<file path="src/rtl/seq_det_pkg.sv">
`default_nettype none
// ============================================================================
//  Module      : seq_det_pkg
//  Description : Shared FSM encoding, length clamp and default sizes for the
//                serial pattern detector family.
//  Revision    : 1.0 - initial release
// ============================================================================
package seq_det_pkg;

    localparam int c_PAT_W_DEFAULT = 8;
    localparam int c_CNT_W_DEFAULT = 8;

    typedef enum logic [1:0] {
        ST_IDLE = 2'b01,
        ST_HUNT = 2'b10
    } state_t;

    // Map a requested pattern length onto the supported range 1..max_len.
    function automatic int clamp_len(input int len, input int max_len);
        if (len < 1)
            return 1;
        if (len > max_len)
            return max_len;
        return len;
    endfunction

endpackage
`default_nettype wire

</file>
<file path="src/rtl/seq_match_cmp.sv">
`default_nettype none
// ============================================================================
//  Module      : seq_match_cmp
//  Description : Stateless masked compare of {history, current bit} against
//                the low i_len bits of a pattern.
//  Revision    : 1.0 - initial release
// ============================================================================
module seq_match_cmp #(
    parameter int PAT_W = 8,
    parameter int LEN_W = $clog2(PAT_W + 1)
) (
    input  logic [PAT_W-2:0] i_hist,
    input  logic             i_bit,
    input  logic [PAT_W-1:0] i_pattern,
    input  logic [LEN_W-1:0] i_len,
    output logic             o_match
);

    logic [PAT_W-1:0] w_window;
    logic [PAT_W-1:0] w_mask;

    // Bit 0 is the newest bit, so pattern bit k pairs with the bit seen k steps ago.
    assign w_window = {i_hist, i_bit};

    always_comb begin
        w_mask = '0;
        for (int k = 0; k < PAT_W; k++) begin
            if (k < int'(i_len))
                w_mask[k] = 1'b1;
        end
    end

    assign o_match = (((w_window ^ i_pattern) & w_mask) == '0);

endmodule
`default_nettype wire

</file>
<file path="src/rtl/seq_pattern_detector.sv">
`default_nettype none
// ============================================================================
//  Module      : seq_pattern_detector
//  Description : Programmable serial pattern detector with overlap control and
//                saturating match counter. Define DETECT_REG_EN to register
//                the detected flag one clk after the matching bit.
//  Revision    : 1.0 - initial release
// ============================================================================
module seq_pattern_detector
    import seq_det_pkg::*;
#(
    parameter int PAT_W = c_PAT_W_DEFAULT,
    parameter int CNT_W = c_CNT_W_DEFAULT
) (
    input  logic                         clk,
    input  logic                         reset,
    input  logic                         bit_en,
    input  logic                         d_in,
    input  logic                         cfg_load,
    input  logic [PAT_W-1:0]             cfg_pattern,
    input  logic [$clog2(PAT_W+1)-1:0]   cfg_len,
    input  logic                         cfg_overlap,
    input  logic                         cnt_clr,
    output logic                         detected,
    output logic                         armed,
    output logic [CNT_W-1:0]             match_cnt
);

    localparam int               c_LEN_W    = $clog2(PAT_W + 1);
    localparam logic [c_LEN_W-1:0] c_FILL_MAX = c_LEN_W'(PAT_W - 1);
    localparam logic [CNT_W-1:0] c_CNT_MAX  = '1;

    state_t               r_state;
    logic [PAT_W-2:0]     r_hist;
    logic [c_LEN_W-1:0]   r_fill;
    logic [PAT_W-1:0]     r_pattern;
    logic [c_LEN_W-1:0]   r_len;
    logic                 r_overlap;
    logic [CNT_W-1:0]     r_cnt;
    logic                 r_armed;

    logic [c_LEN_W-1:0]   w_len_clamped;
    logic [PAT_W-1:0]     w_shift;
    logic                 w_cmp;
    logic                 w_fill_ok;
    logic                 w_match;

    assign w_len_clamped = c_LEN_W'(clamp_len(int'(cfg_len), PAT_W));
    assign w_shift       = {r_hist, d_in};
    assign w_fill_ok     = (r_fill >= (r_len - c_LEN_W'(1)));

    seq_match_cmp #(
        .PAT_W (PAT_W),
        .LEN_W (c_LEN_W)
    ) u_cmp (
        .i_hist    (r_hist),
        .i_bit     (d_in),
        .i_pattern (r_pattern),
        .i_len     (r_len),
        .o_match   (w_cmp)
    );

    // A coincident cfg_load or reset swallows the bit, so it can never match.
    assign w_match = reset && (r_state == ST_HUNT) && bit_en && !cfg_load
                     && w_fill_ok && w_cmp;

    always_ff @(posedge clk) begin
        if (!reset) begin
            r_state   <= ST_IDLE;
            r_hist    <= '0;
            r_fill    <= '0;
            r_pattern <= '0;
            r_len     <= '0;
            r_overlap <= 1'b0;
            r_cnt     <= '0;
            r_armed   <= 1'b0;
        end else begin
            if (cnt_clr)
                r_cnt <= '0;
            else if (w_match && (r_cnt != c_CNT_MAX))
                r_cnt <= r_cnt + CNT_W'(1);

            case (r_state)
                ST_IDLE, ST_HUNT: begin
                    if (cfg_load) begin
                        r_pattern <= cfg_pattern;
                        r_len     <= w_len_clamped;
                        r_overlap <= cfg_overlap;
                        r_hist    <= '0;
                        r_fill    <= '0;
                        r_state   <= ST_HUNT;
                        r_armed   <= 1'b1;
                    end else if ((r_state == ST_HUNT) && bit_en) begin
                        r_hist <= w_shift[PAT_W-2:0];
                        if (w_match && !r_overlap)
                            r_fill <= '0;
                        else if (r_fill != c_FILL_MAX)
                            r_fill <= r_fill + c_LEN_W'(1);
                    end
                end
                default: begin
                    r_state <= ST_IDLE;
                    r_armed <= 1'b0;
                    r_hist  <= '0;
                    r_fill  <= '0;
                end
            endcase
        end
    end

`ifdef DETECT_REG_EN
    logic r_det;

    always_ff @(posedge clk) begin
        if (!reset)
            r_det <= 1'b0;
        else
            r_det <= w_match;
    end

    assign detected = r_det;
`else
    assign detected = w_match;
`endif

    assign armed     = r_armed;
    assign match_cnt = r_cnt;

endmodule
`default_nettype wire
</file>
<file path="config.mk">
export PLATFORM = sky130hd
export DESIGN_NAME = seq_pattern_detector
export DESIGN_NICKNAME = d
export VERILOG_FILES = /design/src/rtl/seq_det_pkg.sv /design/src/rtl/seq_match_cmp.sv /design/src/rtl/seq_pattern_detector.sv
export SDC_FILE = /design/constraint.sdc
export NUM_CORES = 1
export LEC_CHECK = 0
export CORE_MARGIN = 2
export CORE_UTILIZATION = 30
export CTS_BUF_LIST = sky130_fd_sc_hd__clkbuf_4
export DETAILED_ROUTE_END_ITERATION = 6
export PLACE_DENSITY = 0.61
export SYNTH_ARGS = -nofsm -noshare
export SYNTH_HDL_FRONTEND = slang
export SYNTH_SLANG_ARGS = --single-unit
</file>
<file path="constraint.sdc">
create_clock -name clk -period 4.2 [get_ports clk]
set_input_delay 1.26 -clock clk [delete_from_list [all_inputs] [get_ports clk]]
set_output_delay 1.26 -clock clk [all_outputs]
set_load 0.02 [all_outputs]
</file>
* Word-level counts from Yosys, hierarchy flattened *
Cells that the tools add are included.

cells by class
  reduce and logical (&&, ||, !) cells = 18
  shift-type cells = 0
  bitwise gates (word level) = 4
  add/subtract/negate cells = 3
  equal/unequal tests = 4
  order comparisons = 11
  muxes and demuxes = 17
  div/mod/pow operators = 0
  $mul = 0

operators by type and width
  cell                                                                      number
  4-bit two-way mux                                                         5
  3-bit by 4-bit < comparator with 1-bit output (first input constant)      4
  1-bit two-way mux                                                         12
  8-bit by 1-bit adder with 8-bit output (second input constant)            1
  8-bit AND                                                                 1
  1-bit logical AND                                                         8
  8-bit logical NOT                                                         1
  1-bit by 4-bit < comparator with 1-bit output (first input constant)      2
  2-bit by 4-bit < comparator with 1-bit output (first input constant)      2
  8-bit inequality test (second input constant)                             1
  8-bit XOR                                                                 1
  2-bit AND reduction                                                       3
  4-bit by 1-bit adder with 4-bit output (second input constant)            1
  4-bit greater-or-equal comparator                                         1
  4-bit > comparator (second input constant)                                1
  4-bit by 1-bit < comparator with 1-bit output (second input constant)     1
  4-bit by 3-bit inequality test with 1-bit output (second input constant)  1
  2-bit OR reduction                                                        2
  4-bit by 1-bit subtractor with 4-bit output (second input constant)       1
  3-bit OR reduction                                                        1
  2-bit by 1-bit == test with 1-bit output (second input constant)          1
  2-bit == test (second input constant)                                     1
  1-bit logical NOT                                                         2
  1-bit inverter                                                            2
  2-bit nonzero test                                                        1

word-level totals
  output and inout bits = 10
  RAM bits = 0
  flip-flop bits (word level) = 35
  latch bits = 0
  ROM bits = 0
  memories kept = 0

* Longest topological paths before layout *
Gate-level depths: netlist (run 1).

  depth after elaboration = 9
  mapped depth = 10
  mapped depth without buffers = 9

* Hierarchy *
Synthesis (run 1) repeated with hierarchy kept, for this count alone.

unflattened totals
  cell total of the unflattened synthesis = 212
  area total of the unflattened synthesis = 1,740.4 um^2

by module, submodules not included
  module                sequential area each (um^2)  times used  area an instance (um^2)  cells an instance
  seq_pattern_detector  680.7                        1           1,575.3                  188
  seq_match_cmp         0.0                          1           165.2                    24

* Worst setup path before layout (run 1) *
Ideal clock, no wire load.

  path kind = input-to-output
  start = input bit_en
  end = output detected
  stages on the path = 4
  path slack = 0.372 ns
  buffers on the path = 0
  arrival time = 2.568 ns
  data required time = 2.940 ns
  cell sequence = nand2_2 > a2111oi_2 > o211ai_1 > nor3_1

on the way
  longest elaborated chain between the ends = 4

RTL lines
  what                             line                        RTL
  from (decl)                      seq_pattern_detector.sv:17  input logic bit_en,
  1-bit logical AND (2 in series)  seq_pattern_detector.sv:64  assign w_match = reset && (r_state == ST_HUNT) && bit_en && !cfg_load
  1-bit logical AND (2 in series)  seq_pattern_detector.sv:65  && w_fill_ok && w_cmp;
  to (decl)                        seq_pattern_detector.sv:24  output logic detected,

Every way passes these cells.

* Worst setup path after layout (run 1) *
Same ends and word-level chain as after synthesis.

==> results of run 1 <==
## routing by layer
metal,GRT usage,vias up
li1,-,789
met1,0.152,658
met2,0.201,27
met3,0.0351,4
met4,0.0466,0
met5,0,-
## path summary, 6_finish.rpt
path,startpoint,to,slack (ns),cells past startpoint
min,r_state[0],r_state[0],0.47,2
max reg2reg,r_len[0],match_cnt[5],1.61,9
max,bit_en,detected,0.18,7
min reg2reg,r_state[0],r_state[0],0.47,2
## registers in the layout, summed over array words and instances, names as in the netlist
signal and flops:
r_len 4, match_cnt 8, r_hist 7, r_fill 4
r_overlap 1, r_state 2, r_pattern 8
## synthesized netlist by cell type (3+ instances only)
master,count,area share
sky130_fd_sc_hd__inv_1,6,0.013
sky130_fd_sc_hd__nand2_1,42,0.092
sky130_fd_sc_hd__nor3_1,5,0.015
sky130_fd_sc_hd__nand2b_1,3,0.011
sky130_fd_sc_hd__a21oi_1,26,0.076
sky130_fd_sc_hd__ha_1,10,0.073
sky130_fd_sc_hd__xor2_1,5,0.026
sky130_fd_sc_hd__or3_1,6,0.022
sky130_fd_sc_hd__mux2i_1,3,0.018
sky130_fd_sc_hd__nand3_1,7,0.020
sky130_fd_sc_hd__nand4_1,3,0.011
sky130_fd_sc_hd__dfxtp_1,34,0.40
sky130_fd_sc_hd__nor2_1,11,0.024
sky130_fd_sc_hd__clkbuf_1,5,0.011
sky130_fd_sc_hd__o21ai_0,9,0.026
sky130_fd_sc_hd__xnor2_1,7,0.036
## cell type report
cell class	count	share of cell area
clock inverters	3	0.00763
inverters	6	0.0106
multi-input cells	160	0.456
well taps	72	0.0423
repair buffers	33	0.147
clock buffers	5	0.0176
flip-flops and latches	34	0.319
## cell families after synthesis
family,after synthesis,share of synthesized area
xor gates and xnor gates,12,0.0615
buffers and inverters,15,0.0439
and+or+nand+nor,88,0.240
muxes,3,0.0176
adders and majority gates,10,0.0732
AOI/OAI and AO/OA,47,0.165
DFF,34,0.398
## stage by stage
step	hold slack (ns)	setup WS [ns]	area, um^2	total power, mW	cells
finish	0.474	0.178	2130	0.632	313
global route	0.505	0.0451	2130	0.670	313
CTS	0.477	0.0371	2120	0.642	313
detailed placement	0.459	-0.342	2060	0.465	305
global placement	0.451	-0.298	2060	0.463	305
floorplan	0.437	0.372	1710	0.427	209
## timing repair
action	CTS	global route
buffers inserted	0	0
gates cloned	0	0
resized for setup	3	3
pin swaps	1	2
setup endpoints to repair	1	1
hold buffers	0	0
## power groups by stage
stage	sequential (mW)	clock, mW	combinational (mW)
after floorplan	0.354	0	0.0739
after global placement	0.358	0	0.105
after detailed placement	0.358	0	0.107
after CTS	0.351	0.184	0.107
after global routing	0.353	0.197	0.120
final	0.351	0.174	0.107
## worst reg2reg max path, stage by stage (launching register included)
cell and delay (ns):
sky130_fd_sc_hd__dfxtp_1 0.43, sky130_fd_sc_hd__inv_1 0.09, sky130_fd_sc_hd__ha_1 0.25, sky130_fd_sc_hd__xnor2_1 0.15
sky130_fd_sc_hd__ha_1 0.28, sky130_fd_sc_hd__o21a_1 0.10, sky130_fd_sc_hd__o211ai_1 0.10, sky130_fd_sc_hd__or3_1 0.57
sky130_fd_sc_hd__or4_1 0.52, sky130_fd_sc_hd__nand2_1 0.07
==> impl_metrics.yaml, run 1 <==
finish:
  nets: 269
  area.sequential_um2: 681
  final_core_utilization: 0.387
  n_fill_cell: 559
  synthToLayoutAreaGrowth_pct: 24.7
  num_antenna_cells: 0
  layout_commonest_cell: "sky130_fd_sc_hd__nand2_1"
  final_cell_mix: "sky130_fd_sc_hd__nand2_1 (42), sky130_fd_sc_hd__dfxtp_1 (34), sky130_fd_sc_hd__clkdlybuf4s50_1 (27), sky130_fd_sc_hd__a21oi_1 (26), sky130_fd_sc_hd__nor2_1 (11)"
  layout-drive-gt1-share: 0.0664
  multiInputGateArea_um2: 971
job:
  drv.max_cap_violation_count: 0
clock_network:
  cts_tree: "done"
  cts_inserted_buffers: 5
  clk_transition_reported_paths_ns: 0.10
  numClockSinks: 34
  cts-root-buf: "sky130_fd_sc_hd__clkbuf_4"
  htreeDepth: 2
  clock_latency_of_the_later_clocked_register_in_the_worst_skew_pair_ns: 0.33
  clk_path_buf_depth: 2
synthesis:
  yosys_most_used_dff: "sky130_fd_sc_hd__dfxtp_1"
  synth.ff_latch_count: 34
  synth.distinct_cells: 37
  average_cell_area_after_synthesis_um2: 8.18
  asyncSetResetFlopFracSynth: 0
  synthesis.nets: 238
  synthesis.instances: 209
  synth-warning-count: 0
  synth_edf_count: 0
  netlist_area_before_placement_um2: 1710
  synth.yosys.seq_area_share: 0.398
drt:
  detailedRoute.firstIterationViolations: 73
  antenna_violating_nets_remaining: 0
  detail_route.wirelength.met1_um: 1730
  wl_um: 3550
  routed-wl-met2_um: 1630
  drt-vias-per-instance: 4.72
  routed-wl-met3_um: 137
  post_drt_wl_per_cell_um: 11.3
  first_pass_iters: 4
  dr.max_layer_used: "met4"
  vias: 1478
  drcViolationCount: 0
sta:
  worstMarginPinSlew_ns: 0.770
  finalSetupViolations: 0
  slew_violations: 0
  setup_tns_ns: 0
  final-hold-violation-count: 0
  rsz0062_at_grt: "no"
  final_period_minus_worst_setup_slack_ns: 4.02
  final.setup_skew_ns: 0.00792
  min_period_over_period: 0.958
  max_freq_mhz: 249
  slew_headroom: 0.486
global_routing:
  grt_max_degree: 17
  grt_first_pass_wirelength_um: 6100
  grt_overflow: 0
  first_global_vias: 1377
  global_route_usage_over_all_layers: 0.123
  antenna_found_initial: 0
setup_path:
  critPathTopFamily: "buffers and inverters"
  timing.critical_path.required_ns: 2.94
  critical_path_peak_fanout: 2
  setup.worst_path.class: "in2out"
  slowest_stage: "sky130_fd_sc_hd__clkdlybuf4s50_1"
  critPathArrivalTime_ns: 2.76
  worstSetupEndpointType: "output pin"
  kind_of_launch_point_of_the_worst_setup_path: "primary input"
  crit_path_max_incr_delay_ns: 0.49
  worstPathBufferInverterCount: 3
  path_cells: "clkdlybuf4s50_1 -> nand2_2 -> a2111oi_4 -> o211ai_1 -> nor3_2 -> buf_4 -> buf_2"
power_and_ir_drop:
  switching_power_uw: 182
  comb_power_share: 0.170
  pwr_density_cell_nw_per_um2: 297
  sw_frac_of_total: 0.287
  p_leak_nw: 0.815
  internal_power_uw: 450
  clkPwrFrac: 0.276
  worst_ir_drop_vdd_mv: 0.154
  p_seq_frac: 0.555
placed_design:
  place.gp.congestion: 0.744
  hpwl_after_detailed_placement_um: 2750
  port-buffer-count: 28
floorplanning:
  initial_utilization: 0.310
  chipHeight_um: 79.5
  ios: 29
  fp_rows: 27
  die-area_um2: 6320
  core-area_um2: 5510
  die_width_um: 79.5
min_path:
  hp-class: "reg2reg"
outcome:
  outcome: "completed"
Note: power is estimated with default switching activity, not from simulation.
==> run 2, diff against run 1 <==
==> constraint.sdc (replaced) <==
create_clock -name clk -period 5 [get_ports clk]
set_input_delay 1.5 -clock clk [delete_from_list [all_inputs] [get_ports clk]]
set_output_delay 1.5 -clock clk [all_outputs]
set_load 0.02 [all_outputs]
==> run 2 against run 1 <==
  * Clock skew increased by 0.0049 ns
  * Die area unchanged
  * Routed wire length increased by 0.39%
  * Final area decreased by 1.2%
  * Non-clock buffer count unchanged
  * Global-route usage increased by 0.21 points
  * Utilization decreased by 0.48 points
  * Sequential share of layout area increased by 0.40 points
  * Count of clock-buffer cells in the layout unchanged
  * Critical path type unchanged
  * Hold slack got worse by 0.0037 ns
  * Flip-flop and latch count unchanged
==> impl_metrics.yaml, run 2 (synthesized netlist as in run 1, its figures left out) <==
placed_design:
  post-place-ws_ns: -0.0273
  place.gp.congestion: 0.747
  port-buffer-count: 28
  hpwl_after_detailed_placement_um: 2750
  area_after_dpl_um2: 2060
global_routing:
  grt_max_degree: 17
  grt.met1_usage: 0.148
  grt_first_pass_wirelength_um: 6140
  global_route.usage.met2: 0.204
  first_global_vias: 1393
  antenna_found_initial: 0
  gr-max-usage-layer: "met2"
  grt_overflow: 0
  met3_usage: 0.0430
  global_route_usage_over_all_layers: 0.125
sta:
  final.setup_skew_ns: 0.0128
  min_period_over_period: 0.945
  finalWorstSetupSlack_ns: 0.273
  slew_headroom: 0.496
  slew_violations: 0
  rsz0062_at_grt: "no"
  finalSetupViolations: 0
  setup_tns_ns: 0
  holdWs_ns: 0.470
  max_freq_mhz: 212
  final_period_minus_worst_setup_slack_ns: 4.73
  worstMarginPinSlew_ns: 0.754
  final-hold-violation-count: 0
clock_network:
  cts_setup_buffers: 0
  clk_path_buf_depth: 2
  clk_transition_reported_paths_ns: 0.09
  numClockSinks: 34
  cts_inserted_buffers: 5
  clock_latency_of_the_later_clocked_register_in_the_worst_skew_pair_ns: 0.33
  cts_tree: "done"
  htreeDepth: 2
  cts-root-buf: "sky130_fd_sc_hd__clkbuf_4"
job:
  drv.max_cap_violation_count: 0
finish:
  layout_commonest_cell: "sky130_fd_sc_hd__nand2_1"
  final_cell_mix: "sky130_fd_sc_hd__nand2_1 (42), sky130_fd_sc_hd__dfxtp_1 (34), sky130_fd_sc_hd__clkdlybuf4s50_1 (27), sky130_fd_sc_hd__a21oi_1 (26), sky130_fd_sc_hd__nor2_1 (11)"
  num_antenna_cells: 0
  nets: 269
  stdcell_area_um2: 2100
  layout-drive-gt1-share: 0.0502
  n_fill_cell: 569
  synthToLayoutAreaGrowth_pct: 23.1
setup_path:
  path_cells: "clkdlybuf4s50_1 -> nand2_2 -> a2111oi_2 -> o211ai_1 -> nor3_1 -> buf_4 -> dlygate4sd2_1"
  worstPathBufferInverterCount: 3
  r2r-end: "match_cnt[5]"
  kind_of_launch_point_of_the_worst_setup_path: "primary input"
  setup.worst_path.class: "in2out"
  worst_r2r_path_depth: 9
  critPathArrivalTime_ns: 3.23
  critPathTopFamily: "buffers and inverters"
  slowest_stage: "sky130_fd_sc_hd__clkdlybuf4s50_1"
  worstSetupEndpointType: "output pin"
  crit_path_max_incr_delay_ns: 0.49
  timing.critical_path.required_ns: 3.50
  timing.rr.start: "r_len[1]"
  regToRegSetupSlack_ns: 2.44
  critical_path_peak_fanout: 2
floorplanning:
  core-area_um2: 5510
  die-area_um2: 6320
  chipHeight_um: 79.5
  die_width_um: 79.5
  fp_rows: 27
  initial_utilization: 0.310
  ios: 29
outcome:
  outcome: "completed"
power_and_ir_drop:
  worst_ir_drop_vdd_mv: 0.107
  pwr_density_cell_nw_per_um2: 245
  p_leak_nw: 0.813
drt:
  vias: 1467
  first_pass_iters: 4
  drt-vias-per-instance: 4.72
  antenna_violating_nets_remaining: 0
  drcViolationCount: 0
  post_drt_wl_per_cell_um: 11.5
  wl_um: 3560
  detailedRoute.firstIterationViolations: 65
min_path:
  min-delay-start: "r_state[0]"
  min_path_cells: 2
  min_delay_worst_endpoint: "r_state[0]"
  hp-class: "reg2reg"
[run 2: cell types whose count changed in the layout (fill, tap and decap cells not counted)]
cell,delta
sky130_fd_sc_hd__a2111oi_2,+1
sky130_fd_sc_hd__a2111oi_4,-1
sky130_fd_sc_hd__buf_2,-1
sky130_fd_sc_hd__clkinv_2,-1
sky130_fd_sc_hd__clkinvlp_4,-1
sky130_fd_sc_hd__dlygate4sd2_1,+1
sky130_fd_sc_hd__nor3_1,+1
sky130_fd_sc_hd__nor3_2,-1
[run 2: final cells by class]
type                       count  area, um^2  area share
clock buffer                   5        37.5      0.0178
clock inverter                 1        3.75     0.00178
inverter                       6        22.5      0.0107
multi-input combinational    160         953       0.453
sequential                    34         681       0.323
tap                           72        90.1      0.0428
timing repair buffer          33         317       0.150
[run 2: worst register-to-register path: stages, from the launching register on]
cell and delay [ns]:
sky130_fd_sc_hd__dfxtp_1 0.42, sky130_fd_sc_hd__inv_1 0.09, sky130_fd_sc_hd__ha_1 0.23, sky130_fd_sc_hd__xnor2_1 0.14, sky130_fd_sc_hd__ha_1 0.29, sky130_fd_sc_hd__o21a_1 0.10
sky130_fd_sc_hd__o211ai_1 0.09, sky130_fd_sc_hd__or3_1 0.57, sky130_fd_sc_hd__or4_1 0.52, sky130_fd_sc_hd__nand2_1 0.07
[run 2: how the worst max path moves through the flow]
stage | to | slack, ns | depth (start not counted) | from
after floorplan | detected | 0.69 | 4 | bit_en
after global placement | detected | 0.03 | 7 | bit_en
after detailed placement | detected | -0.03 | 7 | bit_en
after CTS | detected | 0.23 | 7 | bit_en
after global routing | detected | 0.17 | 7 | bit_en
final | detected | 0.27 | 7 | bit_en
[run 2: metrics by stage]
step                total power, mW  utilization  cells
CTS                           0.525        0.382    311
detailed placement            0.391        0.375    305
finish                        0.515        0.382    311
global placement              0.389        0.375    305
global route                  0.551        0.382    311
floorplan                     0.359            -    209
[run 2: report_power, final]
group / internal (mW) / switching (mW) / leakage (nW) / total (mW)
clock: 0.0480 / 0.0846 / 0.0246 / 0.133
sequential: 0.283 / 0.0115 / 0.276 / 0.294
combinational: 0.0427 / 0.0457 / 0.512 / 0.0884
[run 2: per-layer routing]
layer,vias up,part of all wire
li1,783,-
met1,651,0.48
met2,27,0.46
met3,6,0.042
met4,0,0.020
met5,-,0
[run 2: repair_timing]
| item | in CTS | in global routing |
|---|---|---|
| hold buffers | 0 | 0 |
| gates resized for setup | 1 | 0 |
| endpoints found under the setup margin | 1 | 0 |
==> run 3, diff against run 2 <==
--- a/config.mk
+++ b/config.mk
@@ -5,6 +5,7 @@
 export SDC_FILE = /design/constraint.sdc
 export NUM_CORES = 1
 export LEC_CHECK = 0
+export ABC_CLOCK_PERIOD_IN_PS = 5500
 export CORE_MARGIN = 2
 export CORE_UTILIZATION = 30
 export CTS_BUF_LIST = sky130_fd_sc_hd__clkbuf_4
@@ -13,3 +14,4 @@
 export SYNTH_ARGS = -nofsm -noshare
 export SYNTH_HDL_FRONTEND = slang
 export SYNTH_SLANG_ARGS = --single-unit
+export TNS_END_PERCENT = 100
==> constraint.sdc (replaced) <==
create_clock -name clk -period 5.5 [get_ports clk]
set_input_delay 1.65 -clock clk [delete_from_list [all_inputs] [get_ports clk]]
set_output_delay 1.65 -clock clk [all_outputs]
set_load 0.02 [all_outputs]
==> run 3 against run 2 <==
  * Die area unchanged
  * Total power decreased by 7.6%
  * Sequential share of layout area about the same
  * Clock power decreased by 4%
  * First-iteration DRC count decreased by 32%
  * Critical path depth decreased by 1
  * Flip-flop and latch count unchanged
  * Critical endpoint unchanged
==> impl_metrics.yaml, run 3 (synthesized netlist as in run 1, its figures left out) <==
outcome:
  outcome: "completed"
clock_network:
  cts_inserted_buffers: 5
  clock_latency_of_the_later_clocked_register_in_the_worst_skew_pair_ns: 0.33
  ctsResizeCount: 0
  cts_tree: "done"
  htreeDepth: 2
  clk_transition_reported_paths_ns: 0.09
  cts-hold-fix-buffers: 0
  cts-root-buf: "sky130_fd_sc_hd__clkbuf_4"
  clk_path_buf_depth: 2
  numClockSinks: 34
  cts_setup_buffers: 0
drt:
  vias: 1488
  drt-vias-per-instance: 4.78
  wl_um: 3590
  drcViolationCount: 0
  post_drt_wl_per_cell_um: 11.6
  first_pass_iters: 5
  antenna_violating_nets_remaining: 0
  detailedRoute.firstIterationViolations: 44
setup_path:
  setup.worst_path.class: "in2out"
  timing.rr.start: "r_len[0]"
  worst_r2r_path_depth: 9
  regToRegSetupSlack_ns: 2.92
  timing.critical_path.required_ns: 3.85
  worstSetupEndpointType: "output pin"
  critPathArrivalTime_ns: 3.67
  kind_of_launch_point_of_the_worst_setup_path: "primary input"
  r2r-end: "match_cnt[5]"
  critical_path_peak_fanout: 2
placed_design:
  hpwl_after_detailed_placement_um: 2700
  place.gp.congestion: 0.754
  place.detailed.instances: 303
  port-buffer-count: 28
  area_after_dpl_um2: 2050
finish:
  multiInputGateArea_um2: 958
  synthToLayoutAreaGrowth_pct: 23.1
  area.sequential_um2: 681
  nets: 267
  num_antenna_cells: 0
  stdcell_count: 311
  stdcell_area_um2: 2100
  final_cell_mix: "sky130_fd_sc_hd__nand2_1 (42), sky130_fd_sc_hd__dfxtp_1 (34), sky130_fd_sc_hd__clkdlybuf4s50_1 (28), sky130_fd_sc_hd__a21oi_1 (26), sky130_fd_sc_hd__nor2_1 (11)"
  layout-drive-gt1-share: 0.0460
  layout_commonest_cell: "sky130_fd_sc_hd__nand2_1"
  n_fill_cell: 574
power_and_ir_drop:
  pwr_density_cell_nw_per_um2: 227
  p_leak_nw: 0.801
  worst_ir_drop_vdd_mv: 0.126
sta:
  rsz0062_at_grt: "no"
  min_period_over_period: 0.966
  setup_tns_ns: 0
  final_period_minus_worst_setup_slack_ns: 5.32
  worstMarginPinSlew_ns: 0.780
  finalSetupViolations: 0
  final-hold-violation-count: 0
  slew_violations: 0
  max_freq_mhz: 188
  final.setup_skew_ns: 0.0112
  slew_headroom: 0.479
global_routing:
  antenna_found_initial: 0
  first_global_vias: 1374
  global_route_usage_over_all_layers: 0.122
  grt_max_degree: 17
  grt_first_pass_wirelength_um: 6150
  grt_overflow: 0
floorplanning:
  die-area_um2: 6320
  core-area_um2: 5510
  fp_rows: 27
  die_width_um: 79.5
  ios: 29
  chipHeight_um: 79.5
  initial_utilization: 0.310
min_path:
  min_delay_worst_endpoint: "r_pattern[4]"
  min_path_cells: 2
  hp-class: "reg2reg"
  min-delay-start: "r_pattern[4]"
job:
  drv.max_cap_violation_count: 0
==> run 3: cell count changes in the layout (fill, tap and decap cells not counted) <==
cell | previous run | this run
sky130_fd_sc_hd__nor3_1 | 5 | 4
sky130_fd_sc_hd__dlygate4sd2_1 | 1 | 0
sky130_fd_sc_hd__clkdlybuf4s50_1 | 27 | 28
sky130_fd_sc_hd__nor3_2 | 0 | 1
sky130_fd_sc_hd__buf_4 | 5 | 3
sky130_fd_sc_hd__clkinv_1 | 1 | 3
==> run 3: metrics by stage <==
stage                     worst slack [ns]  power (mW)  utilization  hold WS (ns)
after floorplan                      0.892       0.326            -         0.437
after global placement               0.135       0.354        0.372         0.453
after CTS                           0.0627       0.485        0.381         0.477
final                                0.184       0.476        0.382         0.470
after detailed placement             0.123       0.354        0.372         0.463
after global routing                0.0568       0.508        0.382         0.501
==> run 3: per-layer routing <==
layer  global-route usage  share of wire  vias to the layer above
li1                     -              -                      783
met1                0.160           0.49                      663
met2                0.194           0.45                       36
met3               0.0294          0.047                        6
met4               0.0414          0.017                        0
met5                    0              0                        -
==> run 3: how the worst max path moves through the flow <==
stage	endpoint	start	slack [ns]
final	detected	bit_en	0.18
after floorplan	detected	bit_en	0.89
after CTS	detected	bit_en	0.06
after global routing	detected	bit_en	0.06
after global placement	detected	bit_en	0.14
after detailed placement	detected	bit_en	0.12
==> run 3: final cells by class <==
cell class                      instances  area share
Clock buffer                            5      0.0178
Clock inverter                          3     0.00535
Inverter                                6      0.0107
Multi-Input combinational cell        160       0.456
Sequential cell                        34       0.324
Tap cell                               72      0.0428
Timing Repair Buffer                   31       0.144
==> run 3: critical path, cell delays in order <==
cell and delay [ns]:
sky130_fd_sc_hd__clkdlybuf4s50_1 0.48, sky130_fd_sc_hd__nand2_2 0.07, sky130_fd_sc_hd__a2111oi_2 0.36, sky130_fd_sc_hd__o211ai_1 0.19, sky130_fd_sc_hd__nor3_2 0.27, sky130_fd_sc_hd__clkdlybuf4s50_1 0.65
==> run 3: power by group <==
part | leakage [nW] | internal (mW) | switching [mW]
clock | 0.0277 | 0.0455 | 0.0827
combinational | 0.497 | 0.0384 | 0.0424
sequential | 0.276 | 0.257 | 0.0101
